===== config.mk =====
export PLATFORM = sky130hd
export DESIGN_NAME = uart_rx_frame
export DESIGN_NICKNAME = d
export VERILOG_FILES = /design/src/rtl/uart_pkg.sv /design/src/rtl/uart_rx_sampler.sv /design/src/rtl/uart_rx_frame.sv
export SDC_FILE = /design/constraint.sdc
export NUM_CORES = 1
export LEC_CHECK = 0
export CAP_MARGIN = 20
export CORE_ASPECT_RATIO = 1.75
export CORE_MARGIN = 5
export CORE_UTILIZATION = 55
export DETAILED_ROUTE_END_ITERATION = 8
export PLACE_DENSITY_LB_ADDON = 0.3
export SYNTH_ARGS = -nofsm -noshare
export SYNTH_HDL_FRONTEND = slang
export SYNTH_HIERARCHICAL = 1
export SYNTH_SLANG_ARGS = --single-unit

===== constraint.sdc =====
create_clock -name UART_CLK -period 5.6 [get_ports UART_CLK]
set_clock_uncertainty 0.1 [all_clocks]
set_input_delay 0.84 -clock UART_CLK [delete_from_list [all_inputs] [get_ports UART_CLK]]
set_output_delay 0.84 -clock UART_CLK [all_outputs]
set_load 0.02 [all_outputs]

===== src/rtl/uart_pkg.sv =====
// Shared types and constants for the UART receive path.
package uart_pkg;

  localparam int   DATA_W    = 8;
  localparam int   PRESC_MIN = 8;
  localparam logic PAR_EVEN  = 1'b0;
  localparam logic PAR_ODD   = 1'b1;

  typedef enum logic [2:0] {
    IDLE,
    START,
    DATA,
    PARITY,
    STOP
  } rx_state_e;

  function automatic logic maj3(
    input logic a,
    input logic b,
    input logic c
  );
    return (a & b) | (a & c) | (b & c);
  endfunction

endpackage


===== src/rtl/uart_rx_sampler.sv =====
// Bit-period counter and mid-bit sampler; MAJORITY_VOTE_EN selects
// 2-of-3 voting instead of a single centre sample.
module uart_rx_sampler #(
  parameter int PRESC_W = 6
) (
  input  logic               UART_CLK,
  input  logic               RST_N,
  input  logic               rx_s,
  input  logic               run,
  input  logic               clr,
  input  logic [PRESC_W-1:0] presc,
  output logic               bit_o,
  output logic               dec_o,
  output logic               wrap_o
);
  import uart_pkg::*;

  logic [PRESC_W-1:0] edge_cnt_q, edge_cnt_d;
  logic [PRESC_W-1:0] half;

  // dec_o marks the last sample; the bit lands one edge later
  always_comb begin
    half       = presc >> 1;
    wrap_o     = run && (edge_cnt_q == presc - 1'b1);
    dec_o      = run && (edge_cnt_q == half);
    edge_cnt_d = edge_cnt_q;
    if (clr || wrap_o)
      edge_cnt_d = '0;
    else if (run)
      edge_cnt_d = edge_cnt_q + 1'b1;
  end

  always_ff @(posedge UART_CLK or posedge RST_N)
    if (RST_N) edge_cnt_q <= '1;
    else       edge_cnt_q <= edge_cnt_d;

`ifdef MAJORITY_VOTE_EN
  logic s0_q, s0_d, s1_q, s1_d;

  always_comb begin
    s0_d = s0_q;
    s1_d = s1_q;
    if (run && edge_cnt_q == half - PRESC_W'(2))
      s0_d = rx_s;
    if (run && edge_cnt_q == half - PRESC_W'(1))
      s1_d = rx_s;
  end

  always_ff @(posedge UART_CLK or posedge RST_N)
    if (RST_N) begin
      s0_q <= 1'b1;
      s1_q <= 1'b1;
    end else begin
      s0_q <= s0_d;
      s1_q <= s1_d;
    end

  assign bit_o = maj3(s0_q, s1_q, rx_s);
`else
  assign bit_o = rx_s;
`endif

endmodule


===== src/rtl/uart_rx_frame.sv =====
// UART frame receiver: start, 8 data LSB first, optional parity, stop.
// Build with MAJORITY_VOTE_EN for 2-of-3 bit voting in the sampler.
module uart_rx_frame #(
  parameter int DATA_W  = 8,
  parameter int PRESC_W = 6
) (
  input  logic               UART_CLK,
  input  logic               RST_N,
  input  logic               RX_IN,
  input  logic [PRESC_W-1:0] PRESCALE,
  input  logic               PAR_EN,
  input  logic               PAR_TYP,
  output logic [DATA_W-1:0]  P_DATA,
  output logic               DATA_VLD,
  output logic               PAR_ERR,
  output logic               STP_ERR,
  output logic               BUSY
);
  import uart_pkg::*;

  localparam int BW = $clog2(DATA_W + 3);
  localparam int IW = $clog2(DATA_W);

  logic               rx_meta_q, rx_s_q;
  rx_state_e          state_q, state_d;
  logic [BW-1:0]      bit_cnt_q, bit_cnt_d;
  logic [PRESC_W-1:0] presc_q, presc_d;
  logic               par_en_q, par_en_d;
  logic               par_typ_q, par_typ_d;
  logic               par_bad_q, par_bad_d;
  logic [DATA_W-1:0]  shadow_q, shadow_d;
  logic [DATA_W-1:0]  p_data_q, p_data_d;
  logic               vld_q, vld_d;
  logic               perr_q, perr_d;
  logic               serr_q, serr_d;
  logic               start_go, bit_v, dec, wrap;

  assign start_go = (state_q == IDLE) && !rx_s_q;

  uart_rx_sampler #(.PRESC_W(PRESC_W)) u_sampler (
    .UART_CLK (UART_CLK),
    .RST_N    (RST_N),
    .rx_s     (rx_s_q),
    .run      (state_q != IDLE),
    .clr      (start_go),
    .presc    (presc_q),
    .bit_o    (bit_v),
    .dec_o    (dec),
    .wrap_o   (wrap)
  );

  always_comb begin
    state_d   = state_q;
    bit_cnt_d = wrap ? bit_cnt_q + 1'b1 : bit_cnt_q;
    presc_d   = presc_q;
    par_en_d  = par_en_q;
    par_typ_d = par_typ_q;
    par_bad_d = par_bad_q;
    shadow_d  = shadow_q;
    p_data_d  = p_data_q;
    vld_d     = 1'b0;
    perr_d    = 1'b0;
    serr_d    = 1'b0;
    unique case (state_q)
      IDLE: if (start_go) begin
        state_d   = START;
        bit_cnt_d = '0;
        presc_d   = (PRESCALE < PRESC_W'(PRESC_MIN))
                  ? PRESC_W'(PRESC_MIN) : PRESCALE;
        par_en_d  = PAR_EN;
        par_typ_d = PAR_TYP;
        par_bad_d = 1'b0;
      end
      START: begin
        if (dec && bit_v) state_d = IDLE;
        else if (wrap)    state_d = DATA;
      end
      DATA: begin
        if (dec)
          shadow_d[IW'(bit_cnt_q - 1'b1)] = bit_v;
        if (wrap && bit_cnt_q == BW'(DATA_W))
          state_d = par_en_q ? PARITY : STOP;
      end
      PARITY: begin
        if (dec)
          par_bad_d = bit_v
                   != ((^shadow_q) ^ (par_typ_q == PAR_ODD));
        if (wrap) state_d = STOP;
      end
      // leave mid stop bit so a following start edge is never missed
      STOP: if (dec) begin
        state_d = IDLE;
        serr_d  = !bit_v;
        perr_d  = par_bad_q;
        if (bit_v && !par_bad_q) begin
          vld_d    = 1'b1;
          p_data_d = shadow_q;
        end
      end
      default: state_d = IDLE;
    endcase
  end

  always_ff @(posedge UART_CLK or posedge RST_N)
    if (RST_N) begin
      rx_meta_q <= 1'b1;
      rx_s_q    <= 1'b1;
      state_q   <= IDLE;
      bit_cnt_q <= '1;
      presc_q   <= PRESC_W'(PRESC_MIN);
      par_en_q  <= 1'b0;
      par_typ_q <= 1'b0;
      par_bad_q <= 1'b0;
      shadow_q  <= '0;
      p_data_q  <= '0;
      vld_q     <= 1'b0;
      perr_q    <= 1'b0;
      serr_q    <= 1'b0;
    end else begin
      rx_meta_q <= RX_IN;
      rx_s_q    <= rx_meta_q;
      state_q   <= state_d;
      bit_cnt_q <= bit_cnt_d;
      presc_q   <= presc_d;
      par_en_q  <= par_en_d;
      par_typ_q <= par_typ_d;
      par_bad_q <= par_bad_d;
      shadow_q  <= shadow_d;
      p_data_q  <= p_data_d;
      vld_q     <= vld_d;
      perr_q    <= perr_d;
      serr_q    <= serr_d;
    end

  assign P_DATA   = p_data_q;
  assign DATA_VLD = vld_q;
  assign PAR_ERR  = perr_q;
  assign STP_ERR  = serr_q;
  assign BUSY     = (state_q != IDLE);

endmodule


## Word level (Yosys, flattened, before mapping)

Cells that the tools add are included.

- Mux-type cells: 27
- Order comparisons: 3
- Bitwise operators: 1
- Add/sub/neg operators: 4
- Equality and inequality tests: 14
- Reduce and logical (&&, ||, !) cells: 20

Operators with widths:

| kind | number |
|---|---|
| 2-to-1 mux 3 bit | 7 |
| 2-to-1 mux 6 bit | 3 |
| one-hot mux 3 bit (5 select lines) | 1 |
| 2-to-1 mux 4 bit | 3 |
| 2-to-1 mux 1 bit | 10 |
| bitwise mux 8 bit | 1 |
| inequality test 2 bit (second input constant) | 4 |
| XOR reduction 8 bit | 1 |
| logical AND 1 bit | 7 |
| adder 6 x 1 -> 6 bit (second input constant) | 1 |
| equality test 3 x 2 -> 1 bit (second input constant) | 2 |
| equality test 6 x 5 -> 1 bit | 1 |
| equality test 6 bit | 1 |
| < comparator 6 x 4 -> 1 bit (second input constant) | 1 |
| AND reduction 3 bit | 2 |
| subtractor 6 x 1 -> 6 bit (second input constant) | 1 |
| AND reduction 5 bit | 1 |
| adder 4 x 1 -> 4 bit (second input constant) | 1 |
| equality test 4 bit (second input constant) | 1 |
| < comparator 3 x 4 -> 1 bit (second input constant) | 1 |
| AND reduction 2 bit | 2 |
| nonzero test 2 bit | 2 |
| demux 1 bit (select 3 bit) | 1 |
| equality test 3 x 1 -> 1 bit (second input constant) | 1 |
| other kinds (12) | 13 |

- Word-level logic and storage cells: 83
- Output and inout bits: 12
- Register bits: 43

## Depth between registers and ports, before layout

- Word-level depth: 6
- Gate-level depth with buffers: 11
- Gate-level depth less buffers: 10

## Cells and area by module

The synthesis kept the hierarchy.

By module, submodules not included:

| module | area each (um^2) | cells each | instances |
|---|---|---|---|
| uart_rx_frame | 1,767.9 | 146 | 1 |
| uart_rx_sampler | 545.5 | 56 | 1 |

## Worst setup path after synthesis

Ideal clock, no wire load.

- Path type: register to register
- From: register presc_q[1]
- To: register state_q[0]
- Data required time: 5,375 ps
- Clock period less this slack: 2,767 ps
- Library setup time: 125 ps
- Cell stages (with the launch flop): 10
- Data arrival time: 2,543 ps
- Slack: 2,833 ps
- Path through: dfrtp_1 > or3_4 > or4_4 > a211oi_4 > and2_1 > clkbuf_1 > inv_1 > a31oi_1 > o32ai_1 > mux2_2

- Longest elaborated chain between the ends: 6
- Elaborated cells on any way between the ends: 14

Ends and longest elaborated chain:

| item | RTL line | source |
|---|---|---|
| start, declared | uart_rx_frame.sv:27 | `logic [PRESC_W-1:0] presc_q, presc_d;` |
| start signal, assigned | uart_rx_frame.sv:110 | `presc_q <= PRESC_W'(PRESC_MIN);` |
| start signal, assigned | uart_rx_frame.sv:124 | `presc_q <= presc_d;` |
| subtractor 6 x 1 -> 6 bit * | uart_rx_sampler.sv:24 | `wrap_o = run && (edge_cnt_q == presc - 1'b1);` |
| equality test 6 bit * | uart_rx_sampler.sv:24 |  |
| logical AND 1 bit * | uart_rx_sampler.sv:24 |  |
| via wrap | uart_rx_frame.sv:36 | `logic start_go, bit_v, dec, wrap;` |
| logical AND 1 bit | uart_rx_frame.sv:81 | `if (wrap && bit_cnt_q == BW'(DATA_W))` |
| inequality test 2 bit (no line) | n/a |  |
| AND reduction 5 bit (no line) * | n/a |  |
| end signal, assigned | uart_rx_frame.sv:122 | `state_q <= state_d;` |
| end, declared | uart_rx_frame.sv:25 | `rx_state_e state_q, state_d;` |

Mark *: on every way through the listed nets, which the timed path passes. The rest lies on a longest branch.
A chain may end at the register's enable or synchronous reset.

## Final worst setup path

- From: register u_sampler.edge_cnt_q[0]
- To: register p_data_q[7], in the netlist P_DATA[7]

- Longest elaborated chain between the ends: 3

Ends and longest elaborated chain:

| item | RTL line | source |
|---|---|---|
| start, declared | uart_rx_sampler.sv:18 | `logic [PRESC_W-1:0] edge_cnt_q, edge_cnt_d;` |
| start signal, assigned | uart_rx_sampler.sv:35 | `else edge_cnt_q <= edge_cnt_d;` |
| equality test 6 x 5 -> 1 bit | uart_rx_sampler.sv:25 | `dec_o = run && (edge_cnt_q == half);` |
| logical AND 1 bit | uart_rx_sampler.sv:25 |  |
| via dec | uart_rx_frame.sv:36 |  |
| AND reduction 3 bit (no line) | n/a |  |
| end signal, assigned | uart_rx_frame.sv:129 | `p_data_q <= p_data_d;` |
| end, declared | uart_rx_frame.sv:32 | `logic [DATA_W-1:0] p_data_q, p_data_d;` |

The timed path passes the listed nets, and every way through them passes these cells.

==> results.md <==
* Leak at 1.133 nW
* Num rows at 31
* Total Routing Usage GR at 17.61%
* Layout cell share with drive strength beyond 1 at 23.21%
* Die area at 0.005654 sq mm
* Worst-Margin Slew at 781.2 ps
* Chip height at 95.80 um
* Final cell utilization of the core at 64.85%
* H-tree depth at 2
* DRT Wirelength at 4307 um
* Via count at 1485
* Final setup vio count at 0
* Worst-path clk slew at 70 ps
* Crit path launch type: flop
* Slew headroom at 47.19%
* TritonCTS clock tree: built
* Synth async-reset ratio at 100.0%
* Most frequent cells in the layout: dfrtp_1, clkdlybuf4s50_1, xnor2_1
* 1st-iter DRT viols at 39
* Clock Tree Buf Depth at 2
* Starting density of the core at 56.27%
* Yosys cell types at 43
* CTS root buffer: clkbuf_8
* Final nets at 239
* RSZ-0062 raised after global routing: no
* # IOs at 23
* Post-DP HPWL at 3190 um
* Min-Delay Path Class: reg2reg
* Pwr Density at 438.8 mW/mm^2
* Seq/Total Area, Yosys at 47.21%
* F_max at 0.3351 GHz
* Post-synthesis register bit count at 43
* DP Worst Slack at 2586 ps
* CP Data Arrival Time at 3060 ps
* Crit. End Element: flop
* Worst EP required at 5680 ps
* Routed len/inst at 15.78 um
* Predominant post-synthesis flop cell: dfrtp_1
* DRC at 0
* CP max FO at 9
* Num CTS Buffers at 5
* Synthesized area at 0.002313 sq mm
* Final hold violation count at 0
* Hold buffers post-CTS at 0
* Minimum clock period after layout at 2985 ps
* Post-synthesis area per instance at 11.45 sq um
* Max Slew Vio Count at 0
* RePlAce Congestion at 0.7918
* Net Count, Synth at 218
* Layout area overhead at 15.25%
* Setup ws final at 2615 ps
* Fill count at 329
* Clk_lat worst skew at 300 ps
* Buffers added on ports at 22
* Maxcap violations at 0
* Detailed Routing Iterations Pass 1 at 4
* Total gr overflow at 0
* Post-synth EDFFs at 0
* Ys Warns at 6
* Post_cts resized at 0
* Vias in the first global route at 1586
* CORE AREA at 0.004111 sq mm
* Post-route ant nets at 0
* Setup Buffers After CTS at 0
* Commonest non-fill, non-tap cell in the layout: dfrtp_1
* First-pass GRT wire length at 7486 um
* Die width at 59.03 um
* Initial antenna violation count at 0
* Setup tns final at 0 ps
* Via-to-Cell Ratio at 5.440
* Status: complete, no violations
* Fin crit share at 53.29%
* ANT cells at 0
* Max VDD drop at 0.0003480 V
* CTS Sinks at 43
* Mapped Cells at 202
* Largest net degree at the start of global routing at 33
* Crit Path Category: reg2reg
* Pwr Total at 1.170 mW
==> cell usage after synthesis (4+ instances only) <==
library cell / number / area share (%)
nand3_1: 8 / 1.7
ha_1: 5 / 2.7
dfrtp_1: 30 / 32
nand2_1: 8 / 1.3
mux2_2: 13 / 6.3
xor2_1: 11 / 4.2
clkbuf_1: 5 / 0.81
dfstp_2: 13 / 15
xnor2_1: 20 / 7.6
a211oi_1: 6 / 1.9
nor2_1: 14 / 2.3
inv_1: 14 / 2.3
nand4_1: 4 / 1.1
mux2_4: 8 / 5.2
==> worst max-delay path: stages (launching register included) <==
cell and delay [ps]:
dfstp_2 600, xnor2_1 150, nand4_1 110, nor4b_1 670, nand3_2 190, or3b_1 650
mux2_4 390
==> layout make-up <==
class	instances	area, sq um	share of cell area [%]
clock buffer	6	82.58	3.097
clock inverter	2	35.03	1.314
inverter	14	52.55	1.971
multi-input combinational	135	1107	41.53
sequential	43	1092	40.97
tap	49	61.31	2.299
timing repair buffer	24	235.2	8.822
==> worst paths after layout <==
path / startpoint / slack [ps] / end / depth (start not counted)
max: u_sampler/edge_cnt_q[0]$_DFFE_PP1P_ / 2620 / P_DATA[7]$_DFFE_PP0P_ / 6
min: rx_meta_q$_DFF_PP1_ / 260 / rx_s_q$_DFF_PP1_ / 0
max reg2reg: u_sampler/edge_cnt_q[0]$_DFFE_PP1P_ / 2620 / P_DATA[7]$_DFFE_PP0P_ / 6
min reg2reg: rx_meta_q$_DFF_PP1_ / 260 / rx_s_q$_DFF_PP1_ / 0
max in group asynchronous: RST_N / 4030 / rx_meta_q$_DFF_PP1_ / 3
min in group asynchronous: RST_N / 670 / P_DATA[3]$_DFFE_PP0P_ / 2
==> metal layers <==
metal  up-vias  share of wire (%)  track usage (%)  routed length, um
met2        26                 55            30.26               2366
met5         -                  0                0                  0
met1       725                 39            19.83               1670
met4         0                3.5            9.641                150
met3        12                2.8            3.758                119
li1        722                  -                -                  -
==> metrics by stage <==
step / instances / area [sq um] / hold WS [ps]
2_1_floorplan: 202 / 2313 / 245.2
3_3_place_gp: 265 / 2549 / 245.5
3_5_place_dp: 265 / 2549 / 249.8
4_1_cts: 273 / 2666 / 261.2
5_1_grt: 273 / 2666 / 265.8
6_report: 273 / 2666 / 259.9
==> registers in the layout (all words and copies together), names as in the netlist, 3 cells and up <==
| register | cells |
|---|---|
| state_q | 3 |
| bit_cnt_q | 4 |
| presc_q | 6 |
| u_sampler/edge_cnt_q | 6 |
| shadow_q | 8 |
| P_DATA | 8 |
==> cell families after synthesis <==
| family | Yosys count | synth area share, % |
|---|---|---|
| AOI/OAI and AO/OA | 19 | 6.058 |
| xor gates and xnor gates | 32 | 12.71 |
| adders and majority gates | 5 | 2.704 |
| buffers and inverters | 24 | 4.921 |
| DFF | 43 | 47.21 |
| muxes | 23 | 12.39 |
| and+or+nand+nor | 56 | 14.01 |
==> power breakdown <==
group          switching, mW  total [mW]  internal, mW
Clock                  0.101       0.245         0.144
Combinational          0.232       0.449         0.217
Sequential            0.0927       0.476         0.384
Total                  0.425        1.17         0.745
Power figures use the tool's default switching activity.
